[config.mk]
export PLATFORM = sky130hd
export DESIGN_NAME = prim_alert_rx_pinger
export DESIGN_NICKNAME = d
export VERILOG_FILES = /design/src/rtl/prim_alert_rx_pinger.sv
export SDC_FILE = /design/constraint.sdc
export NUM_CORES = 1
export LEC_CHECK = 0
export BUFFER_PORTS_ARGS = -buffer_cell sky130_fd_sc_hd__buf_2
export CELL_PAD_IN_SITES_DETAIL_PLACEMENT = 0
export CELL_PAD_IN_SITES_GLOBAL_PLACEMENT = 1
export CORE_UTILIZATION = 44
export DETAILED_ROUTE_END_ITERATION = 8
export PLACE_DENSITY = 0.87
export SLEW_MARGIN = 30
export SYNTH_ARGS = -nofsm -noshare
export SYNTH_HDL_FRONTEND = slang
export SYNTH_SLANG_ARGS = --single-unit
export TNS_END_PERCENT = 5
[constraint.sdc]
create_clock -name clk_i -period 3.15 [get_ports clk_i]
set_clock_uncertainty 0.05 [all_clocks]
set_input_delay 0.1575 -clock clk_i [delete_from_list [all_inputs] [get_ports clk_i]]
set_output_delay 0.1575 -clock clk_i [all_outputs]
set_load 0.005 [all_outputs]
[src/rtl/prim_alert_rx_pinger.sv]
// prim_alert_rx_pinger: receiving end of the differential alert protocol.
// Decodes the alert_p/n pair (tolerating short p==n skew windows), runs the
// four-phase ack handshake, issues level-toggle pings and classifies each
// handshake as an alert or a ping response.
//
// Ports:
//   clk_i, rst_i        clock, synchronous active-high reset
//   ping_req_i          request a ping (ignored while one is pending)
//   ping_ok_o           pulse: handshake answered a pending ping
//   ping_timeout_o      pulse: pending ping got no answer in PingTimeout cycles
//   alert_o             pulse: handshake started with no ping pending
//   integ_fail_o        level: alert pair equal for more than SkewTol cycles
//   busy_o              ping pending or handshake in progress
//   alert_pi/alert_ni   differential alert input (already synchronised)
//   ack_po/ack_no       differential ack output
//   ping_po/ping_no     differential ping output
module prim_alert_rx_pinger #(
  parameter int unsigned PingTimeout = 200,
  parameter int unsigned TimerW      = 8,
  parameter int unsigned SkewTol     = 1
) (
  input  logic clk_i,
  input  logic rst_i,
  input  logic ping_req_i,
  output logic ping_ok_o,
  output logic ping_timeout_o,
  output logic alert_o,
  output logic integ_fail_o,
  output logic busy_o,
  input  logic alert_pi,
  input  logic alert_ni,
  output logic ack_po,
  output logic ack_no,
  output logic ping_po,
  output logic ping_no
);

  localparam int unsigned CntW = 3;

  typedef enum logic [1:0] {
    Idle   = 2'd0,
    HsWait = 2'd1,
    Pause0 = 2'd2,
    Pause1 = 2'd3
  } state_e;

  state_e            r_state;
  logic              r_level;
  logic [CntW-1:0]   r_sig_cnt;
  logic              r_integ_fail;
  logic              r_ack;
  logic              r_ping;
  logic              r_pending;
  logic [TimerW-1:0] r_timer;
  logic              r_ping_ok;
  logic              r_timeout;
  logic              r_alert;

  logic              w_diff;
  logic              w_level_d;
  logic [CntW-1:0]   w_sig_cnt_d;
  logic              w_fail_d;
  logic              w_block;
  logic              w_hs_start;
  logic              w_timer_hit;

  // Differential decoder: a valid (p!=n) pair updates the level, an equal pair
  // holds it and counts how long the pair has been ambiguous.
  assign w_diff      = alert_pi ^ alert_ni;
  assign w_level_d   = w_diff ? alert_pi : r_level;
  assign w_sig_cnt_d = w_diff ? '0
                     : ((r_sig_cnt == {CntW{1'b1}}) ? r_sig_cnt : r_sig_cnt + CntW'(1));
  assign w_fail_d    = (w_sig_cnt_d > CntW'(SkewTol));

  // While the pair is (or has just been) corrupt the handshake FSM is parked in
  // Idle, so the stale held level cannot start a spurious handshake.
  assign w_block     = w_fail_d | r_integ_fail;
  assign w_hs_start  = !w_block && (r_state == Idle) && r_level;
  assign w_timer_hit = (r_timer == TimerW'(PingTimeout - 1));

  // Decoder, handshake FSM and ping tracker.
  always_ff @(posedge clk_i) begin
    if (rst_i) begin
      r_state      <= Idle;
      r_level      <= 1'b0;
      r_sig_cnt    <= '0;
      r_integ_fail <= 1'b0;
      r_ack        <= 1'b0;
      r_ping       <= 1'b0;
      r_pending    <= 1'b0;
      r_timer      <= '0;
      r_ping_ok    <= 1'b0;
      r_timeout    <= 1'b0;
      r_alert      <= 1'b0;
    end else begin
      r_level      <= w_level_d;
      r_sig_cnt    <= w_sig_cnt_d;
      r_integ_fail <= w_fail_d;
      r_ping_ok    <= 1'b0;
      r_timeout    <= 1'b0;
      r_alert      <= 1'b0;

      if (w_block) begin
        r_state <= Idle;
        r_ack   <= 1'b0;
      end else begin
        case (r_state)
          Idle: begin
            if (r_level) begin
              r_state <= HsWait;
              r_ack   <= 1'b1;
            end
          end
          HsWait: begin
            r_ack <= 1'b1;
            if (!r_level) begin
              r_state <= Pause0;
              r_ack   <= 1'b0;
            end
          end
          Pause0: begin
            r_state <= Pause1;
            r_ack   <= 1'b0;
          end
          Pause1: begin
            r_state <= Idle;
            r_ack   <= 1'b0;
          end
          default: begin
            r_state <= Idle;
            r_ack   <= 1'b0;
          end
        endcase
      end

      // Classify a handshake start; it takes priority over a same-cycle timeout.
      if (w_hs_start) begin
        if (r_pending) begin
          r_ping_ok <= 1'b1;
          r_pending <= 1'b0;
        end else begin
          r_alert <= 1'b1;
        end
      end else if (r_pending) begin
        if (w_timer_hit) begin
          r_timeout <= 1'b1;
          r_pending <= 1'b0;
        end else begin
          r_timer <= r_timer + TimerW'(1);
        end
      end

      // New ping only when nothing is pending at the start of this cycle.
      if (!r_pending && ping_req_i) begin
        r_ping    <= ~r_ping;
        r_pending <= 1'b1;
        r_timer   <= '0;
      end
    end
  end

  assign ping_ok_o      = r_ping_ok;
  assign ping_timeout_o = r_timeout;
  assign alert_o        = r_alert;
  assign integ_fail_o   = r_integ_fail;
  assign busy_o         = r_pending | (r_state != Idle);
  assign ack_po         = r_ack;
  assign ack_no         = ~r_ack;
  assign ping_po        = r_ping;
  assign ping_no        = ~r_ping;

endmodule

Yosys cells after proc, flatten, opt, wreduce, memory -nomap -nowiden
Cells that the tools add are included.

Bits in registers: 21. Bits of input ports: 5. Output and inout bits: 9. Word-level logic and storage cells: 58.

$add $sub $neg: 2. Order comparisons: 1. Equal/unequal tests: 7. Muxes and demuxes: 15. Bitwise logic cells: 8. Reduce and logical (&&, ||, !) cells: 14.

Operators by type and width (number): $mux W1 (9); $add A8 B1 Y8 const B (1); $eq A8 B8 Y1 const B (1); $pmux W2 S4 (1); $reduce_or A2 Y1 (4); $mux W3 (2); $not A1 Y1 (5); $eq A2 B2 Y1 const B (2); $mux W2 (2); $ne A2 B2 Y1 const B (2); $add A3 B1 Y3 const B (1); $eq A3 B3 Y1 const B (1); $gt A3 B1 Y1 const B (1); $logic_and A1 B1 Y1 (3); $pmux W1 S3 (1); $reduce_and A3 Y1 (1); $reduce_or A3 Y1 (1); $eq A2 B1 Y1 const B (1); $logic_not A1 Y1 (2); $logic_not A2 Y1 (1); $or A1 B1 Y1 (2); $reduce_and A2 Y1 (1); $reduce_bool A2 Y1 (1); $xor A1 B1 Y1 (1).

Longest topological paths before layout
Gate-level depths: netlist (run 1).

Word-level depth: 10. Gate-level depth with buffers: 6. Depth with buffers taken out: 6.

Least setup slack after synthesis (run 1)
Ideal clock, no wire load.

Path type: reg2reg. Start: register r_sig_cnt[0]. End: register r_timer[3]. Arrival: 1.492 ns. Data required time: 3.030 ns. Path slack: 1.538 ns. Stages on the path, launching flop included: 6. Period minus slack after synthesis: 1.612 ns. Cells stage by stage: dfxtp_1 > ha_1 > nor3_1 > o2111a_1 > or4_1 > a21boi_1.

Word-level cells in the longest chain between the ends: 10. Elaborated cells on any way between the ends: 11. Those cells by class: add/sub (1); order compare (1); eq/ne (1); mux (2); bitwise (2); reduce/logical (4).

Ends and longest elaborated chain: from (decl) (RTL line 49) `logic [CntW-1:0] r_sig_cnt;`; from (signal assigned) (RTL line 97) `r_sig_cnt <= w_sig_cnt_d;`; $add A3 B1 Y3 / $eq A3 B3 Y1 (equally long branches) (RTL line 72) `: ((r_sig_cnt == {CntW{1'b1}}) ? r_sig_cnt : r_sig_cnt + CntW'(1));`; $mux W3 * (RTL line 72); $mux W3 * (RTL line 71) `assign w_sig_cnt_d = w_diff ? '0`; $gt A3 B1 Y1 * (RTL line 73) `assign w_fail_d = (w_sig_cnt_d > CntW'(SkewTol));`; $or A1 B1 Y1 * (RTL line 77) `assign w_block = w_fail_d | r_integ_fail;`; $logic_not A1 Y1 * (RTL line 78) `assign w_hs_start = !w_block && (r_state == Idle) && r_level;`; $logic_and A1 B1 Y1 * (2 in series) (RTL line 78); $not A1 Y1 (no line) *; $reduce_and A3 Y1 (no line) *; to (signal assigned) (RTL line 149) `r_timer <= r_timer + TimerW'(1);`; to (decl) (RTL line 54) `logic [TimerW-1:0] r_timer;`.

Mark *: on every way between the ends. The rest lies on a longest branch, timed or not. A chain may end at the register's enable or synchronous reset.

Worst setup path after layout (run 1)
Ends and elaborated chain as after synthesis.

==> out/results.ini, run 1 <==
[synthesis]
yosys_warnings = 0
ys_ff_latch = 21
synth.distinct_cells = 32
muxShareOfSynthArea = 0.03030
yosys.area_share.xor_xnor = 0.02652
synth_compound_area_frac = 0.1503
synth_top_family_by_area = simple AND/OR/NAND/NOR gates
yosysSeqAreaShare = 0.4242
synth_cells = 116
synth_fa_ha_area_frac = 0.07576
avgSynthCellArea_um2 = 8.543
synth.cell_area_um2 = 991.0
synth_nets = 127
yosysTopAreaCell = dfxtp_1
synth-simple-area-share = 0.2538
synth_area_leaders = dfxtp_1 (42%), ha_1 (7.6%), nand2_1 (4.9%), or3_1 (4.4%), nor2_1 (4.2%)
yosysTopAreaCellShare = 0.4242

[die]
die_x_um = 49.46
dieArea_um2 = 2446
start_util = 0.4853
core_region_area_um2 = 2042
fp.dieH_um = 49.46
ioPinCount = 14
num_rows = 16

[pwr]
power.leakage_nw = 0.4352
pwr_density_cell_nw_per_um2 = 505.7
vdd_drop_max_uv = 269.5

[clock_tree]
cts-root-buf = clkbuf_4
hold_buffers = 0
cts_resized = 0
postCtsSetupRepairBufs = 0
clk_pin_slew_ns = 0.12
clockBufferDepth = 2
clk_latency_ns = 0.31
cts_tree = built
htree_num_levels = 1
numCtsBuffers = 3
cts.sinks = 21

[placement]
dp_cells = 153
pre_cts_ws_ns = 1.330
place.gp.congestion = 0.8089
hpwlAfterDp_um = 1413
io_buffers = 13

[sta]
setup_viol = 0
timing.final.ws_setup_ns = 1.286
drv_slew = 0
final_hold_viol_count = 0
fmax_mhz = 536.6
tightest_slew_ns = 0.6824
relSlewSlack = 0.5402
fin_crit_sh = 0.5916
grt_setup_unrepaired = no
setup_tns_ns = 0
fin_crit_ns = 1.864
hold_slack_ns = 0.05295

[worst_hold_path]
holdPathStages = 2
hp-class = in2reg

[setup_path]
crit_slowest_cell = or4_1
cp_slowest_stage_delay_ns = 0.54
reg2regPathDepth = 5
end_kind = flip-flop
path_cells = ha_1 -> nor3_1 -> o2111a_1 -> or4_1 -> a21boi_1
critPathKind = reg2reg
critPathMaxFanout = 12
arrival_ns = 2.07
start_kind = flip-flop
crit_required_ns = 3.35

[global_route]
track_usage = 0.1771
antenna_found_initial = 0
grt_pass1_vias = 756
grt_overflow_total = 0
grt_max_degree = 13
grt_first_pass_wirelength_um = 3305

[outcome]
status = finished clean

[detailed_routing]
totalWireLength_um = 1890
drc = 0
drtAntennaViolNets = 0
drt-wirelength-per-cell_um = 12.04
drtIter0Drc = 11
dr.pass1.iters = 3
via_per_inst = 5.248
num_vias = 824

[finish]
stdcell_count = 157
mostFrequentLayoutCells = dfxtp_1 (21), nand2_1 (13), buf_2 (13)
final_common_cell = dfxtp_1
fill_cells = 200
drive_above_1_share = 0.1385
final_nets = 142
antenna_cells = 0
area_growth_pct = 11.49

[run]
cap_violations = 0

sequential cells by signal (all words and copies together), names as in the netlist:
signal	cells
r_timer	8
r_sig_cnt	3
r_state	2
ack_po	1
alert_o	1
integ_fail_o	1
ping_ok_o	1
ping_po	1
ping_timeout_o	1
r_level	1
r_pending	1
final cells by class:
cell class | instances | area (µm²) | area share
clock inverters | 1 | 5.005 | 0.004530
multi-input cells | 85 | 531.8 | 0.4813
inverters | 7 | 26.28 | 0.02378
well taps | 27 | 33.78 | 0.03058
flip-flops and latches | 21 | 420.4 | 0.3805
clock buffers | 3 | 22.52 | 0.02039
repair buffers | 13 | 65.06 | 0.05889
path summary, 6_finish.rpt:
path	start	end	slack, ns
worst max-delay path	r_sig_cnt[0]	r_timer[3]	1.29
worst min-delay path	rst_i	r_level	0.05
worst max register to register	r_sig_cnt[0]	r_timer[3]	1.29
worst min register to register	r_timer[7]	r_timer[7]	0.43
synthesized netlist by cell type (all sizes together):
| master | number |
|---|---|
| dfxtp | 21 |
| nand2 | 13 |
| nor2 | 11 |
| inv | 7 |
| or3 | 7 |
| ha | 6 |
| o21ai | 6 |
| a21boi | 5 |
| a21oi | 5 |
| nor3 | 5 |
| nand3 | 4 |
| mux2i | 3 |
| clkbuf | 2 |
| nor2b | 2 |
| nor3b | 2 |
| xnor2 | 2 |
| a211oi | 1 |
| a21o | 1 |
| a31oi | 1 |
| and4b | 1 |
| buf | 1 |
| nand4 | 1 |
| nand4b | 1 |
| nor4 | 1 |
| o2111a | 1 |
| o2111ai | 1 |
| o211ai | 1 |
| o31ai | 1 |
| or2 | 1 |
| or4 | 1 |
| xor2 | 1 |
per-layer routing:
layer | routed length [µm] | GRT usage | share of wire
met2 | 839 | 0.2945 | 0.44
met4 | 15 | 0.05714 | 0.0079
met3 | 76 | 0.05864 | 0.040
met1 | 958 | 0.2146 | 0.51
met5 | 0 | 0 | 0
kinds of logic after synthesis:
| kind of cell | after synthesis |
|---|---|
| XOR/XNOR | 3 |
| flip-flops | 21 |
| AO/OA/AOI/OAI | 23 |
| buffers and inverters | 10 |
| AND/OR/NAND/NOR | 50 |
| adder cells (fa/ha/maj) | 6 |
| multiplexers | 3 |
through the flow:
stage                     area (µm²)  power (mW)  utilization
after floorplan                991.0      0.3931            -
after global placement          1077      0.4279       0.5276
after detailed placement        1077      0.4339       0.5276
after CTS                       1105      0.5650       0.5411
after global routing            1105      0.5989       0.5411
final                           1105      0.5587       0.5411
critical path, delay by kind of cell, from the launching register on:
kind / cells / cell delay [ns]
AO/OA/AOI/OAI: 2 / 0.51
AND/OR/NAND/NOR: 2 / 0.60
flip-flops: 1 / 0.35
adder cells (fa/ha/maj): 1 / 0.29
power breakdown:
| part | switching (mW) | internal, mW |
|---|---|---|
| Clock | 0.0849 | 0.0475 |
| Sequential | 0.0150 | 0.284 |
| Combinational | 0.0743 | 0.0534 |
(Power assumes the default switching activity.)
==> run 2, diff against run 1 <==
Settings changed: CORE_UTILIZATION 44 to 37, PLACE_DENSITY 0.87 to 0.79.
Clock period 3.15 ns to 1.6 ns, I/O delays scaled along.
==> run 2 against run 1 <==
  * The run now ends with setup timing left
  * Worst hold slack improved by 0.18 ns
  * Sequential share of layout area down 6.5 points
  * Utilization fell by 0.10 points
  * Combinational power grew to 2.9 times the previous value
==> out/results.ini, run 2 (synthesis results as in run 1) <==
[clock_tree]
cts.sinks = 21
htree_num_levels = 1
clk_latency_ns = 0.30
clk_pin_slew_ns = 0.11
cts-root-buf = clkbuf_4
cts_tree = built
numCtsBuffers = 3
clockBufferDepth = 2

[detailed_routing]
drc = 0
drt-wirelength-per-cell_um = 11.78
num_vias = 922
drtIter0Drc = 13
totalWireLength_um = 2120
drtAntennaViolNets = 0
dr.pass1.iters = 4
via_per_inst = 5.122

[setup_path]
end_kind = flip-flop
reg2reg_from = r_sig_cnt[1]
path_cells = ha_4 -> nor3_4 -> o2111a_2 -> buf_6 -> or3_1 -> a21boi_1
critPathKind = reg2reg
setup.worst_path.end = r_timer[6]
reg2regPathDepth = 6
r2r_slack_ns = -0.03
arrival_ns = 1.82
crit_required_ns = 1.79
cp_slowest_stage_delay_ns = 0.35
startpoint = r_sig_cnt[1]
critPathMaxFanout = 6
r2r-end = r_timer[6]
crit_slowest_cell = dfxtp_2
start_kind = flip-flop

[sta]
timing.final.ws_setup_ns = -0.03360
fin_crit_ns = 1.634
grt_setup_unrepaired = yes
setup_viol = 3
drv_slew = 0
fmax_mhz = 612.1
tightest_slew_ns = 0.3294
final_hold_viol_count = 0
relSlewSlack = 0.7797
fin_crit_sh = 1.021

[placement]
pre_cts_ws_ns = -0.1119
place.gp.congestion = 0.7615
hpwlAfterDp_um = 1480
placed_area_um2 = 1186
dp_cells = 170
io_buffers = 13

[worst_hold_path]
holdPathStages = 5
hp-class = in2reg

[pwr]
pwr_density_cell_nw_per_um2 = 896.0
power.leakage_nw = 0.5421
vdd_drop_max_uv = 671.2
finalPower_mw = 1.210

[die]
num_rows = 18
fp.dieH_um = 53.75
ioPinCount = 14
core_region_area_um2 = 2500
dieArea_um2 = 2889
die_x_um = 53.75
start_util = 0.3964

[finish]
largest_reg_flops = 8
design_area_um2 = 1350
regMostFlops = r_timer
final_common_cell = dfxtp_1
final_core_util = 0.5400
antenna_cells = 0
stdcell_count = 180
drive_above_1_share = 0.3200
mostFrequentLayoutCells = dfxtp_1 (17), buf_4 (16), nand2_1 (13), buf_2 (13), nor2_1 (11)
multiInputGateArea_um2 = 608.1
area_growth_pct = 36.24
top_regs = r_timer: 8 flops, r_sig_cnt: 3 flops, r_state: 2 flops
fill_cells = 236
final_nets = 162
final-seq-area_um2 = 425.4

[global_route]
antenna_found_initial = 0
grt_max_degree = 12
grt_overflow_total = 0
track_usage = 0.1787
grt_pass1_vias = 880
grt_first_pass_wirelength_um = 3670

[run]
cap_violations = 0

[outcome]
violations = setup timing
status = finished, violations left

==> run 2: cell count changes in the layout (fill, tap and decap cells not counted), sizes merged <==
cell | before | now
dlygate4sd3 | 0 | 3
clkbuf | 3 | 4
buf | 13 | 30
clkinv | 1 | 0
==> run 2: worst min-delay path by stage <==
stage,start,end,slack [ns]
after global placement,alert_pi,r_level,0.31
after CTS,ping_req_i,r_pending,0.23
after floorplan,alert_pi,r_level,0.19
after detailed placement,alert_pi,r_level,0.32
final,ping_req_i,r_pending,0.24
after global routing,ping_req_i,r_pending,0.30
==> run 2: final cells by class <==
class | instances | share of cell area
Clock buffer | 4 | 0.01946
Inverter | 7 | 0.01946
Multi-Input combinational cell | 85 | 0.4504
Sequential cell | 21 | 0.3151
Tap cell | 30 | 0.02780
Timing Repair Buffer | 33 | 0.1677
==> run 2: repair_timing <==
action,in CTS,in global routing
hold buffers,3,0
gates resized for setup,11,10
pin swaps,10,1
setup buffers,3,0
endpoints found under the setup margin,7,11
endpoints found under the hold margin,3,0
==> run 2: metal layers <==
metal / track usage / wire [µm] / vias to the layer above
li1: - / - / 476
met3: 0.03390 / 42 / 2
met4: 0.08772 / 13 / 0
met1: 0.1983 / 934 / 433
met2: 0.3210 / 1130 / 11
met5: 0 / 0 / -
==> run 2: stage by stage <==
| step | hold WS, ns | TNS, ns |
|---|---|---|
| after floorplan | 0.1870 | -0.008516 |
| after global placement | 0.3078 | -0.1952 |
| after detailed placement | 0.3215 | -0.5051 |
| after CTS | 0.2331 | -0.05327 |
| after global routing | 0.3005 | -0.3466 |
| final | 0.2378 | -0.07995 |
==> run 2: critical path, delay by kind of cell (launching register included) <==
family	cells	cell delay, ns
compound gates	2	0.41
flops	1	0.35
simple gates	2	0.34
fa+ha+maj	1	0.28
buf+inv	1	0.14
==> run 2: power breakdown <==
part / internal (mW) / switching (mW)
Combinational: 0.187 / 0.179
Sequential: 0.560 / 0.0302
Clock: 0.0970 / 0.157
==> run 3, diff against run 2 <==
Settings changed: REMOVE_ABC_BUFFERS set to 1, SKIP_LAST_GASP set to 1.
==> run 3 against run 2 <==
  * The flow still finishes with violations (setup timing)
  * Clock power is essentially flat
  * Largest power group unchanged
  * Die area is the same
  * Global-route usage shrank 1.0 points
  * Total power shrank 3.8%
  * Clock-buffer cell count is the same
  * Critical endpoint is now r_timer[4]
  * Sequential cell count is the same
==> out/results.ini, run 3 (synthesis results as in run 1) <==
[sta]
grt_setup_unrepaired = yes
fin_crit_ns = 1.660
drv_slew = 0
fmax_mhz = 602.5
timing.final.ws_setup_ns = -0.05982
tightest_slew_ns = 0.3984
fin_crit_sh = 1.037
final_hold_viol_count = 0
relSlewSlack = 0.7341
setup_viol = 5

[outcome]
status = finished, violations left
violations = setup timing

[pwr]
seqPwrFrac = 0.507
finalPower_mw = 1.164
clkPwrFrac = 0.218
switchingPower_mw = 0.3453
vdd_drop_max_uv = 496.5
power.leakage_nw = 0.5113
internal-power_mw = 0.8186
switching_share = 0.2966
combPwrFrac = 0.275
pwr_density_cell_nw_per_um2 = 916.5

[setup_path]
critPathMaxFanout = 7
crit_slowest_cell = dfxtp_2
cp_slowest_stage_delay_ns = 0.36
start_kind = flip-flop
critPathKind = reg2reg
r2r_slack_ns = -0.06
reg2regPathDepth = 6
setup.worst_path.end = r_timer[4]
end_kind = flip-flop
arrival_ns = 1.85
reg2reg_from = r_sig_cnt[0]
startpoint = r_sig_cnt[0]
path_cells = ha_4 -> nor3_2 -> o2111a_2 -> buf_6 -> or3_1 -> a21boi_1
r2r-end = r_timer[4]
crit_required_ns = 1.79

[finish]
drive_above_1_share = 0.2740
area_growth_pct = 28.16
final_common_cell = dfxtp_1
largest_reg_flops = 8
mostFrequentLayoutCells = dfxtp_1 (17), buf_4 (14), nand2_1 (13), buf_2 (13), nor2_1 (11)
design_area_um2 = 1270
antenna_cells = 0
top_regs = r_timer: 8 flops, r_sig_cnt: 3 flops, r_state: 2 flops
final_nets = 158
regMostFlops = r_timer

[die]
die_x_um = 53.75
core_region_area_um2 = 2500
fp.dieH_um = 53.75
ioPinCount = 14
start_util = 0.3964
num_rows = 18
dieArea_um2 = 2889

[clock_tree]
cts-root-buf = clkbuf_4
htree_num_levels = 1
clk_pin_slew_ns = 0.12
numCtsBuffers = 3
clk_latency_ns = 0.30
clockBufferDepth = 2
cts_tree = built
cts.sinks = 21

[detailed_routing]
via_per_inst = 5.051
drt-wirelength-per-cell_um = 11.64
drc = 0
dr.pass1.iters = 4
drtAntennaViolNets = 0
totalWireLength_um = 2049
drtIter0Drc = 10
num_vias = 889

[placement]
place.gp.congestion = 0.7910
placed_area_um2 = 1179
io_buffers = 13
pre_cts_ws_ns = -0.1082
hpwlAfterDp_um = 1503

[global_route]
grt_first_pass_wirelength_um = 3498
track_usage = 0.1683
grt_overflow_total = 0
grt_pass1_vias = 825
grt_max_degree = 12
antenna_found_initial = 0

[worst_hold_path]
hp-class = in2reg

[run]
cap_violations = 0

[run 3: worst max-delay path: cells and delay by family, from the launching register on]
kind            cells  cell delay, ns
simple gates        2            0.38
buf+inv             1            0.13
flops               1            0.36
compound gates      2            0.41
fa+ha+maj           1            0.27
[run 3: worst min-delay path by stage]
stage	startpoint	end	slack [ns]	cells after the start
6_report	rst_i	r_level	0.009	2
5_1_grt	rst_i	r_level	0.006	2
4_1_cts	rst_i	r_level	0.006	2
3_5_place_dp	alert_pi	r_level	0.32	3
3_3_place_gp	alert_pi	r_level	0.32	3
2_1_floorplan	rst_i	r_level	0.1	1
[run 3: power by group through the flow]
stage               Combinational [mW]  Clock (mW)  Sequential, mW
global route                     0.355       0.281           0.596
floorplan                        0.174           0           0.595
CTS                              0.321       0.261           0.590
finish                           0.320       0.253           0.590
global placement                 0.298           0           0.596
detailed placement               0.306           0           0.598
[run 3: cell type report]
| type | count | area (µm²) |
|---|---|---|
| clock buffer | 4 | 26.28 |
| fill | 242 | 1230 |
| inverter | 7 | 26.28 |
| multi-input combinational | 85 | 563.0 |
| sequential | 21 | 425.4 |
| tap | 30 | 37.54 |
| timing repair buffer | 29 | 191.4 |
[run 3: through the flow]
| stage | hold WS [ns] | std cells | util | setup TNS, ns |
|---|---|---|---|---|
| 2_1_floorplan | 0.09907 | 113 | - | -0.1150 |
| 3_3_place_gp | 0.3158 | 169 | 0.4715 | -0.2151 |
| 3_5_place_dp | 0.3240 | 169 | 0.4715 | -0.5328 |
| 4_1_cts | 0.006413 | 176 | 0.5075 | -0.2251 |
| 5_1_grt | 0.005768 | 176 | 0.5080 | -0.9403 |
| 6_report | 0.009001 | 176 | 0.5080 | -0.2471 |
[run 3: what timing repair did]
item | CTS | global route
endpoints found under the hold margin | 1 | 0
endpoints found under the setup margin | 9 | 12
buffers inserted | 2 | 0
pin swaps | 4 | 0
gates resized for setup | 10 | 1
hold buffers | 1 | 0
[run 3: routing by layer]
layer | part of all wire | track usage | vias up
met1 | 0.48 | 0.2041 | 409
met5 | 0 | 0 | -
li1 | - | - | 467
met4 | 0.0073 | 0.06579 | 0
met2 | 0.48 | 0.2942 | 11
met3 | 0.028 | 0.02542 | 2
